<file path="src/rtl/vga_game_pkg.sv">
// Shared colours, game-state encoding and BCD helper for the VGA game compositor.
package vga_game_pkg;

  localparam logic [11:0] BLACK      = 12'h000;
  localparam logic [11:0] BACKGROUND = 12'h4CF;
  localparam logic [11:0] PIPE_COLOR = 12'h0A0;

  localparam int unsigned ROM_LAT = 1;

  typedef enum logic [1:0] {
    StIdle = 2'd0,
    StRun  = 2'd1,
    StDead = 2'd2
  } game_state_e;

  // Four-digit BCD increment that sticks at 9999.
  function automatic logic [15:0] bcd_inc_sat(input logic [15:0] val);
    logic [15:0] res;
    logic        carry;
    res   = val;
    carry = 1'b1;
    if (val != 16'h9999) begin
      for (int i = 0; i < 4; i++) begin
        if (carry) begin
          if (res[4*i +: 4] == 4'd9) begin
            res[4*i +: 4] = 4'd0;
          end else begin
            res[4*i +: 4] = res[4*i +: 4] + 4'd1;
            carry         = 1'b0;
          end
        end
      end
    end
    return res;
  endfunction

endpackage

</file>
<file path="src/rtl/vga_game_compositor_if.sv">
// Pixel-stream bundle between the VGA timing/renderers and the compositor.
interface vga_game_compositor_if #(
  parameter int unsigned N_LAYERS = 2
);
  logic                    bright;
  logic [9:0]              hCount;
  logic [9:0]              vCount;
  logic [3:0]              sprite_row;
  logic [3:0]              sprite_col;
  logic [11:0]             sprite_px;
  logic [N_LAYERS-1:0]     layer_px;
  logic [12*N_LAYERS-1:0]  layer_rgb;
  logic [11:0]             rgb;

  modport master (
    output bright, hCount, vCount, sprite_px, layer_px, layer_rgb,
    input  sprite_row, sprite_col, rgb
  );

  modport slave (
    input  bright, hCount, vCount, sprite_px, layer_px, layer_rgb,
    output sprite_row, sprite_col, rgb
  );
endinterface

</file>
<file path="src/rtl/bcd_score_counter.sv">
// Four-digit BCD score register with synchronous clear and saturating increment.
module bcd_score_counter
  import vga_game_pkg::*;
(
  input  logic        clk,
  input  logic        reset,
  input  logic        clr,
  input  logic        inc,
  output logic [15:0] score
);

  logic [15:0] score_q, score_d;

  always_comb begin
    score_d = score_q;
    if (clr) begin
      score_d = '0;
    end else if (inc) begin
      score_d = bcd_inc_sat(score_q);
    end
  end

  always_ff @(posedge clk) begin
    if (reset) begin
      score_q <= '0;
    end else begin
      score_q <= score_d;
    end
  end

  assign score = score_q;

endmodule

</file>
<file path="src/rtl/vga_game_compositor.sv">
// Playfield colouriser: sprite/layer compositing, game FSM, collision and score.
// Optional hit flash is enabled by defining VGA_COMP_HIT_FLASH_EN.
module vga_game_compositor
  import vga_game_pkg::*;
#(
  parameter int unsigned N_LAYERS     = 2,
  parameter int unsigned SPRITE_W     = 16,
  parameter int unsigned SPRITE_H     = 16,
  parameter int unsigned BIRD_X       = 200,
  parameter int unsigned FLOOR_Y      = 500,
  parameter logic [11:0] TRANSP       = 12'h0FF
`ifdef VGA_COMP_HIT_FLASH_EN
  ,
  parameter int unsigned FLASH_FRAMES = 8
`endif
) (
  input  logic                  clk,
  input  logic                  reset,
  vga_game_compositor_if.slave  pix,
  input  logic                  start_button,
  input  logic [9:0]            bird_y,
  input  logic                  pass_pulse,
  output logic [15:0]           score,
  output logic                  pipe_run_en,
  output logic [1:0]            game_state
);

  localparam logic [10:0] XLo      = 11'(BIRD_X);
  localparam logic [10:0] XHi      = 11'(BIRD_X + SPRITE_W);
  localparam logic [10:0] SprH     = 11'(SPRITE_H);
  localparam logic [9:0]  FloorLim = 10'(FLOOR_Y - SPRITE_H);

  game_state_e state_q, state_d;

  // S0: sprite window test and ROM address
  logic [10:0] h_ext, v_ext, by_ext;
  logic        in_sprite;

  assign h_ext     = {1'b0, pix.hCount};
  assign v_ext     = {1'b0, pix.vCount};
  assign by_ext    = {1'b0, bird_y};
  assign in_sprite = (h_ext >= XLo) && (h_ext < XHi) &&
                     (v_ext >= by_ext) && (v_ext < by_ext + SprH);

  assign pix.sprite_row = pix.vCount[3:0] - bird_y[3:0];
  assign pix.sprite_col = pix.hCount[3:0] - 4'(BIRD_X);

  // S1: align everything with the ROM data
  logic                   bright_q, in_sprite_q;
  logic [N_LAYERS-1:0]    layer_px_q;
  logic [12*N_LAYERS-1:0] layer_rgb_q;
  logic [11:0]            rgb_q;

  always_ff @(posedge clk) begin
    if (reset) begin
      bright_q    <= 1'b0;
      in_sprite_q <= 1'b0;
      layer_px_q  <= '0;
      layer_rgb_q <= '0;
    end else begin
      bright_q    <= pix.bright;
      in_sprite_q <= in_sprite;
      layer_px_q  <= pix.layer_px;
      layer_rgb_q <= pix.layer_rgb;
    end
  end

  logic        opaque;
  logic [11:0] colour, shown;

  assign opaque = in_sprite_q && (pix.sprite_px != TRANSP);

  // Walk from the highest index down so the lowest set layer wins.
  always_comb begin
    colour = BACKGROUND;
    for (int i = int'(N_LAYERS) - 1; i >= 0; i--) begin
      if (layer_px_q[i]) colour = layer_rgb_q[12*i +: 12];
    end
    if (opaque) colour = pix.sprite_px;
  end

  logic collision, score_clr, score_inc;

  assign collision = (state_q == StRun) &&
                     ((opaque && |layer_px_q) || (bird_y >= FloorLim));
  assign score_inc = (state_q == StRun) && pass_pulse && !collision;

  always_comb begin
    state_d   = state_q;
    score_clr = 1'b0;
    unique case (state_q)
      StIdle: begin
        if (start_button) begin
          state_d   = StRun;
          score_clr = 1'b1;
        end
      end
      StRun:   if (collision) state_d = StDead;
      StDead:  if (start_button) state_d = StIdle;
      default: state_d = StIdle;
    endcase
  end

  always_ff @(posedge clk) begin
    if (reset) begin
      state_q <= StIdle;
    end else begin
      state_q <= state_d;
    end
  end

`ifdef VGA_COMP_HIT_FLASH_EN
  localparam int unsigned FlashW = $clog2(FLASH_FRAMES + 1);

  logic [FlashW-1:0] flash_q, flash_d;
  logic              frame_start;

  assign frame_start = (pix.hCount == 10'd0) && (pix.vCount == 10'd0);

  always_comb begin
    flash_d = flash_q;
    if (state_q == StRun && state_d == StDead) begin
      flash_d = FlashW'(FLASH_FRAMES);
    end else if (state_q == StDead && state_d == StIdle) begin
      flash_d = '0;
    end else if (frame_start && flash_q != '0) begin
      flash_d = flash_q - FlashW'(1);
    end
  end

  always_ff @(posedge clk) begin
    if (reset) begin
      flash_q <= '0;
    end else begin
      flash_q <= flash_d;
    end
  end

  assign shown = (flash_q != '0) ? ~colour : colour;
`else
  assign shown = colour;
`endif

  // S2: registered output, blanked outside the visible region
  always_ff @(posedge clk) begin
    if (reset) begin
      rgb_q <= BLACK;
    end else begin
      rgb_q <= bright_q ? shown : BLACK;
    end
  end

  assign pix.rgb = rgb_q;

  bcd_score_counter u_score (
    .clk   (clk),
    .reset (reset),
    .clr   (score_clr),
    .inc   (score_inc),
    .score (score)
  );

  assign pipe_run_en = (state_q == StRun);
  assign game_state  = state_q;

endmodule

</file>
<file path="src/flat_wrapper.sv">
// flat-port wrapper written by rule: the top's interface ports become plain ports
module vga_game_compositor_flat import vga_game_pkg::*;
#(
  parameter int unsigned N_LAYERS     = 2,
  parameter int unsigned SPRITE_W     = 16,
  parameter int unsigned SPRITE_H     = 16,
  parameter int unsigned BIRD_X       = 200,
  parameter int unsigned FLOOR_Y      = 500,
  parameter logic [11:0] TRANSP       = 12'h0FF

)
  (clk, reset, start_button, bird_y, pass_pulse, score, pipe_run_en, game_state, pix_bright, pix_hCount, pix_vCount, pix_sprite_px, pix_layer_px, pix_layer_rgb, pix_sprite_row, pix_sprite_col, pix_rgb);
  vga_game_compositor_if #(.N_LAYERS(N_LAYERS)) pix_i ();
  input  logic clk;
  input  logic reset;
  input  logic start_button;
  input  logic [9:0] bird_y;
  input  logic pass_pulse;
  output logic [15:0] score;
  output logic pipe_run_en;
  output logic [1:0] game_state;
  input wire logic [$bits(pix_i.bright)-1:0] pix_bright;
  input wire logic [$bits(pix_i.hCount)-1:0] pix_hCount;
  input wire logic [$bits(pix_i.vCount)-1:0] pix_vCount;
  input wire logic [$bits(pix_i.sprite_px)-1:0] pix_sprite_px;
  input wire logic [$bits(pix_i.layer_px)-1:0] pix_layer_px;
  input wire logic [$bits(pix_i.layer_rgb)-1:0] pix_layer_rgb;
  output wire logic [$bits(pix_i.sprite_row)-1:0] pix_sprite_row;
  output wire logic [$bits(pix_i.sprite_col)-1:0] pix_sprite_col;
  output wire logic [$bits(pix_i.rgb)-1:0] pix_rgb;
  assign pix_i.bright = pix_bright;
  assign pix_i.hCount = pix_hCount;
  assign pix_i.vCount = pix_vCount;
  assign pix_i.sprite_px = pix_sprite_px;
  assign pix_i.layer_px = pix_layer_px;
  assign pix_i.layer_rgb = pix_layer_rgb;
  assign pix_sprite_row = pix_i.sprite_row;
  assign pix_sprite_col = pix_i.sprite_col;
  assign pix_rgb = pix_i.rgb;
  vga_game_compositor #(.N_LAYERS(N_LAYERS), .SPRITE_W(SPRITE_W), .SPRITE_H(SPRITE_H), .BIRD_X(BIRD_X), .FLOOR_Y(FLOOR_Y), .TRANSP(TRANSP)) u_core (.clk(clk), .reset(reset), .pix(pix_i), .start_button(start_button), .bird_y(bird_y), .pass_pulse(pass_pulse), .score(score), .pipe_run_en(pipe_run_en), .game_state(game_state));
endmodule
</file>
<file path="config.mk">
export PLATFORM = sky130hd
export DESIGN_NAME = vga_game_compositor_flat
export DESIGN_NICKNAME = d
export VERILOG_FILES = /design/src/rtl/vga_game_pkg.sv /design/src/rtl/vga_game_compositor_if.sv /design/src/rtl/bcd_score_counter.sv /design/src/rtl/vga_game_compositor.sv /design/src/flat_wrapper.sv
export SDC_FILE = /design/constraint.sdc
export NUM_CORES = 1
export LEC_CHECK = 0
export ABC_AREA = 0
export CAP_MARGIN = 10
export CORE_MARGIN = 10
export CORE_UTILIZATION = 35
export CTS_CLUSTER_DIAMETER = 60
export DETAILED_ROUTE_END_ITERATION = 10
export GPL_ROUTABILITY_DRIVEN = 0
export PLACE_DENSITY = 0.66
export SLEW_MARGIN = 15
export SYNTH_ARGS = -nofsm -noshare
export SYNTH_HDL_FRONTEND = slang
export SYNTH_SLANG_ARGS = --single-unit
</file>
<file path="constraint.sdc">
create_clock -name clk -period 2.5 [get_ports clk]
set_clock_uncertainty 0.1 [all_clocks]
set_input_delay 0.75 -clock clk [delete_from_list [all_inputs] [get_ports clk]]
set_output_delay 0.75 -clock clk [all_outputs]
set_load 0.005 [all_outputs]
</file>
==> results of run 1 <==
==> area by class of cell <==
| type | instances | area, sq um | area share, % |
|---|---|---|---|
| sequential | 58 | 1160 | 23.8 |
| timing repair buffer | 170 | 1510 | 31.0 |
| tap | 105 | 131 | 2.70 |
| inverter | 18 | 72.6 | 1.49 |
| clock buffer | 10 | 138 | 2.82 |
| clock inverter | 6 | 41.3 | 0.847 |
| multi-input combinational | 234 | 1820 | 37.3 |
==> logic make-up after synthesis <==
kind of cell / Yosys count / share of synthesized area [%]
AND/OR/NAND/NOR: 127 / 25.7
AO/OA/AOI/OAI: 77 / 18.6
flip-flops: 58 / 39.7
buffers and inverters: 32 / 4.54
adder cells (fa/ha/maj): 19 / 8.39
XOR/XNOR: 7 / 2.10
multiplexers: 3 / 1.03
==> layout by cell type, fill, tap and decap left out, types with 4 or more instances in the layout <==
cell,count
a211oi_1,12
a21o_1,4
a21oi_1,6
a21oi_2,4
a22oi_1,5
buf_2,9
buf_4,59
buf_6,12
clkbuf_8,10
clkdlybuf4s50_1,77
dfxtp_1,58
dlygate4sd2_1,8
ha_1,12
ha_4,6
inv_1,13
nand2_1,16
nand2b_1,5
nand3_1,6
nand3b_1,6
nor2_1,25
nor2b_1,35
o21a_1,6
o21ai_0,8
o22ai_1,6
or4_1,4
xnor2_1,4
==> registers in the layout, summed over array words and instances, names as in the netlist <==
signal,flops
u_core.layer_rgb_q,24
u_core.bright_q,1
u_core.layer_px_q,2
u_core.in_sprite_q,1
u_core.game_state,2
u_core.u_score.score,16
u_core.pix.rgb,12
==> stage by stage <==
stage | utilization, % | total power [W] | std cells | hold slack, ns
floorplan | - | 0.00114 | 323 | 0.353
finish | 59.6 | 0.00219 | 601 | 0.392
global route | 59.6 | 0.00230 | 601 | 0.439
detailed placement | 54.4 | 0.00140 | 572 | 0.385
CTS | 58.2 | 0.00220 | 598 | 0.396
global placement | 54.4 | 0.00139 | 572 | 0.382
==> routing by layer <==
metal | routed length (microns) | track usage [%] | part of all wire [%]
met1 | 4320 | 18.7 | 45
met2 | 4590 | 24.1 | 48
met3 | 512 | 3.86 | 5.4
met4 | 98 | 4.37 | 1.0
met5 | 0 | 0 | 0
==> Yosys cell counts, drive strengths merged (2+ instances only) <==
| library cell | n | area share, % |
|---|---|---|
| nand3b | 6 | 1.5 |
| o2111ai | 2 | 0.60 |
| nand2 | 16 | 2.1 |
| or3 | 3 | 0.64 |
| and3 | 4 | 0.86 |
| a21o | 4 | 1.0 |
| a22oi | 5 | 1.3 |
| o31ai | 2 | 0.51 |
| o22ai | 7 | 1.7 |
| nand2b | 5 | 1.1 |
| o211ai | 4 | 1.2 |
| xnor2 | 4 | 1.2 |
| a31oi | 3 | 0.64 |
| nand4b | 2 | 0.60 |
| dfxtp | 58 | 40 |
| a311o | 2 | 0.68 |
| nor4 | 3 | 1.2 |
| xor2 | 3 | 0.90 |
| o21ai | 12 | 2.2 |
| nor2 | 25 | 3.2 |
| or4bb | 2 | 0.77 |
| clkbuf | 10 | 1.3 |
| o221ai | 2 | 0.60 |
| ha | 18 | 7.7 |
| buf | 4 | 0.94 |
| nand3 | 6 | 1.0 |
| a211oi | 12 | 3.1 |
| mux2i | 3 | 1.0 |
| or4 | 6 | 1.5 |
| inv | 17 | 2.2 |
| nor2b | 36 | 7.7 |
| o21a | 6 | 1.5 |
| or4b | 3 | 1.2 |
| a21oi | 10 | 1.7 |
| nor3 | 4 | 0.68 |
| o41ai | 2 | 0.60 |
==> timing repair <==
item | CTS | global route
buffers inserted | 10 | 3
pin swaps | 23 | 21
resized for setup | 95 | 28
setup endpoints to repair | 21 | 17
endpoints found under the hold margin | 0 | 0
cloned | 1 | 0
==> power groups by stage <==
stage	clock network [W]	logic, W	registers, W
floorplan	0	0.000157	0.000986
global route	0.000838	0.000488	0.000971
detailed placement	0	0.000410	0.000989
finish	0.000774	0.000447	0.000968
global placement	0	0.000403	0.000988
CTS	0.000802	0.000426	0.000968
==> worst max-delay path, cell delays in order <==
cell     delay [ns]
buf_6          0.09
inv_4          0.05
ha_4           0.19
nor2b_4        0.12
o31a_1         0.27
a21oi_2        0.10
buf_2          0.12
==> worst paths after layout <==
path / end / slack, ns / cells past startpoint
min: u_core.u_score.score[4] / 0.39 / 2
min reg2reg: u_core.u_score.score[4] / 0.39 / 2
max: pix_sprite_row[3] / -0.05 / 7
max reg2reg: u_core.u_score.score[3] / 0.35 / 6
==> flow_metrics.tcl, run 1 <==
set metrics [dict create \
    outcome "finished, violations left" \
    violations "setup timing" \
    core-area_sq_um 8180 \
    fmax_mhz 393 \
    syn_area_per_cell_sq_um 9.05 \
    cts.htree.levels 3 \
    hp-class "flip-flop to flip-flop" \
    p_seq_share_pct 44.2 \
    cts_buffers 9 \
    fin_crit_sh_pct 102 \
    ios 112 \
    setup_viol 3 \
    r2r_start "u_core.game_state[0]" \
    rsz0062_at_grt "yes" \
    die_y_microns 111 \
    dr.pass1.iters 4 \
    dp_slack_ns -0.927 \
    vias 2960 \
    async_reset_ff_share_pct 0 \
    grt_pass1_wl_microns 15400 \
    grt_pass1_vias 3063 \
    grtUsageTotal_pct 14.8 \
    fill_cells 712 \
    period_minus_slack_ns 2.55 \
    switching_share_pct 26.4 \
    clkTransAtPathRegs_ns 0.07 \
    numPortBuffers 105 \
    clkPwrFrac_pct 35.4 \
    final_cell_area_sq_um 4870 \
    drive_above_1_share_pct 26.2 \
    wl_per_cell_microns 15.8 \
    p_sw_w 0.000579 \
    netlist_area_sq_um 2920 \
    intPower_w 0.00161 \
    via_per_inst 4.93 \
    grt_max_degree 21 \
    yosys_most_used_dff "dfxtp_1" \
    placed_cell_area_sq_um 4450 \
    cp.required_ns 1.65 \
    row_count 33 \
    syn_nets 415 \
    hold_violations 0 \
    critPathArrivalTime_ns 1.70 \
    initial_utilization_pct 35.8 \
    syn_inst 323 \
    clk_latency_ns 0.33 \
    synth_edf_count 0 \
    crit_start "bird_y[1]" \
    postRouteWirelength_microns 9520 \
    cts_tree "built" \
    antenna_found_initial 0 \
    end_kind "output pin" \
    nets 583 \
    cts_sinks 58 \
    slew_headroom_pct 73.8 \
    power.leakage_nw 1.94 \
    overflow 0 \
    crit_fanout 2 \
    maxCapViolCount 0 \
    ys_seq_area_share_pct 39.7 \
    crit_type "input port to output pin" \
    ir_drop_mv 0.276 \
    p_comb_share_pct 20.4 \
    setup-tns-final_ns -0.0797 \
    setup_slack_ns -0.0457 \
    drc 0 \
    slew_violations 0 \
    drt_iter0_drc 95 \
    dp_hpwl_microns 7220 \
    start_kind "input port" \
    postCtsHoldBufs 0 \
    num_antenna_cells 0 \
    dieArea_sq_um 12400 \
    die_w_microns 111 \
    worst_slew_pin_slew_ns 0.390 \
    area_delta_synth_final_pct 66.7 \
    ys_ff_latch 58 \
    yosys_warnings 0 \
    powerDensity_nw_per_um2 449 \
    cts_root_buf "clkbuf_8" \
    post_synth_num_cell_types 54 \
    final_antenna_net_count 0 \
    clockBufferDepth 2 \
    min_from "u_core.u_score.score[4]" \
]
Note: power is estimated with default switching activity, not from simulation.
==> run 2, diff against run 1 <==
--- a/config.mk
+++ b/config.mk
@@ -7,12 +7,14 @@
 export LEC_CHECK = 0
 export ABC_AREA = 0
 export CAP_MARGIN = 10
+export CORE_ASPECT_RATIO = 1.75
 export CORE_MARGIN = 10
 export CORE_UTILIZATION = 35
 export CTS_CLUSTER_DIAMETER = 60
 export DETAILED_ROUTE_END_ITERATION = 10
 export GPL_ROUTABILITY_DRIVEN = 0
 export PLACE_DENSITY = 0.66
+export SETUP_SLACK_MARGIN = 0.02
 export SLEW_MARGIN = 15
 export SYNTH_ARGS = -nofsm -noshare
 export SYNTH_HDL_FRONTEND = slang
==> flow_metrics.tcl, run 2 (synthesized netlist as in run 1, its figures left out) <==
set metrics [dict create \
    outcome "finished, violations left" \
    violations "setup timing" \
    final_antenna_net_count 0 \
    period_minus_slack_ns 2.56 \
    cts_tree "built" \
    dr.pass1.iters 4 \
    critPathArrivalTime_ns 1.71 \
    drc 0 \
    end_kind "output pin" \
    r2r_start "u_core.game_state[0]" \
    cp.required_ns 1.65 \
    via_per_inst 5.15 \
    slew_violations 0 \
    cp_cell_sequence "buf_6, inv_4, ha_4, nor2b_4, o31a_1, a21oi_2, buf_2" \
    grtUsageTotal_pct 14.8 \
    final_common_cell "clkdlybuf4s50_1" \
    final_cell_mix "clkdlybuf4s50_1 (78), buf_4 (61), dfxtp_1 (58)" \
    path_depth 7 \
    crit_family "compound AO/OA/AOI/OAI gates" \
    cts.htree.levels 3 \
    p_sw_w 0.000620 \
    crit_type "input port to output pin" \
    grt_pass1_vias 3223 \
    dieArea_sq_um 12600 \
    fin_crit_sh_pct 103 \
    postRouteWirelength_microns 9410 \
    placed_cells 558 \
    rsz0062_at_grt "yes" \
    clkTransAtPathRegs_ns 0.05 \
    final_cells 585 \
    drive_above_1_share_pct 26.2 \
    maxCapViolCount 0 \
    numPortBuffers 105 \
    postCtsHoldBufs 0 \
    overflow 0 \
    hp-class "flip-flop to flip-flop" \
    intPower_w 0.00222 \
    die_w_microns 89.1 \
    die_y_microns 141 \
    cts_buffers 9 \
    endpoint "pix_sprite_row[3]" \
    power.leakage_nw 2.00 \
    clkPwrFrac_pct 50.5 \
    cts_root_buf "clkbuf_16" \
    ios 112 \
    setup-tns-final_ns -0.0656 \
    fill_cells 699 \
    clk_latency_ns 0.32 \
    largest_reg_flops 24 \
    ir_drop_mv 0.472 \
    core-area_sq_um 8200 \
    drt_iter0_drc 74 \
    hold_violations 0 \
    initial_utilization_pct 35.6 \
    start_kind "input port" \
    crit_path_max_incr_delay_ns 0.26 \
    cts_sinks 58 \
    slew_headroom_pct 77.5 \
    critPathBufInv 3 \
    switching_share_pct 21.8 \
    crit_fanout 2 \
    p_comb_share_pct 15.4 \
    grt_pass1_wl_microns 14800 \
    setup_viol 2 \
    area_delta_synth_final_pct 70.8 \
    vias 3014 \
    r2r_slack_ns 0.26 \
    p_seq_share_pct 34.2 \
    powerDensity_nw_per_um2 569 \
    wl_per_cell_microns 16.1 \
    num_antenna_cells 0 \
    fmax_mhz 390 \
    reg2reg_depth 5 \
    largest_register "u_core.layer_rgb_q" \
    setup_slack_ns -0.0634 \
    timing.rr.end "u_core.u_score.score[5]" \
    worst_slew_pin_slew_ns 0.333 \
    crit_start "bird_y[1]" \
    grt_max_degree 31 \
    antenna_found_initial 0 \
    slowest_stage "o31a_1" \
    nets 580 \
    row_count 44 \
    dp_hpwl_microns 7260 \
    clockBufferDepth 2 \
]
run 2: layer usage:
layer	share of wire [%]	wire, microns	track usage (%)	up-vias
met2	53	5020	26.7	98
met1	36	3410	14.2	1395
met3	7.8	730	5.37	22
li1	-	-	-	1499
met5	0	0	0	-
met4	2.6	242	6.48	0
run 2: power groups by stage:
stage	Clock, W	Combinational [W]	Sequential (W)
floorplan	0	0.000157	0.000986
global placement	0	0.000403	0.000989
detailed placement	0	0.000407	0.000990
CTS	0.00145	0.000423	0.000971
global route	0.00149	0.000480	0.000973
finish	0.00143	0.000437	0.000971
run 2: worst min-delay path by stage:
stage,from,cells after the start,endpoint
2_1_floorplan,u_core.in_sprite_q,2,u_core.pix.rgb[10]
3_3_place_gp,u_core.u_score.score[12],2,u_core.u_score.score[12]
3_5_place_dp,u_core.u_score.score[12],2,u_core.u_score.score[12]
4_1_cts,u_core.u_score.score[15],2,u_core.u_score.score[15]
5_1_grt,u_core.u_score.score[15],2,u_core.u_score.score[15]
6_report,u_core.u_score.score[13],2,u_core.u_score.score[13]
run 2: final cells by class:
| type | count | area (sq um) | area share (%) |
|---|---|---|---|
| Multi-Input combinational cell | 233 | 1810 | 36.2 |
| Timing Repair Buffer | 168 | 1480 | 29.7 |
| Sequential cell | 58 | 1160 | 23.2 |
| Clock buffer | 10 | 239 | 4.78 |
| Tap cell | 92 | 115 | 2.30 |
| Clock inverter | 6 | 114 | 2.28 |
| Inverter | 18 | 72.6 | 1.45 |
run 2: through the flow:
step,cell area (sq um),setup WS (ns),utilization (%),hold WS (ns),total power (W)
6_report,4990,-0.0634,60.9,0.410,0.00284
5_1_grt,4990,-0.111,60.9,0.437,0.00295
4_1_cts,4900,-0.0993,59.8,0.410,0.00285
3_5_place_dp,4440,-0.963,54.1,0.400,0.00140
3_3_place_gp,4440,-0.942,54.1,0.383,0.00139
2_1_floorplan,2940,-0.144,-,0.353,0.00114
run 2: repair_timing:
item	CTS	global route
setup endpoints to repair	23	13
resized for setup	94	24
buffers inserted	9	2
hold endpoints to repair	0	0
pin swaps	18	15
run 2: tightest hold or removal path: cells and delay by family (launching register included):
family | cells | cell delay (ns)
flip-flops | 1 | 0.34
AND/OR/NAND/NOR | 1 | 0.07
multiplexers | 1 | 0.06
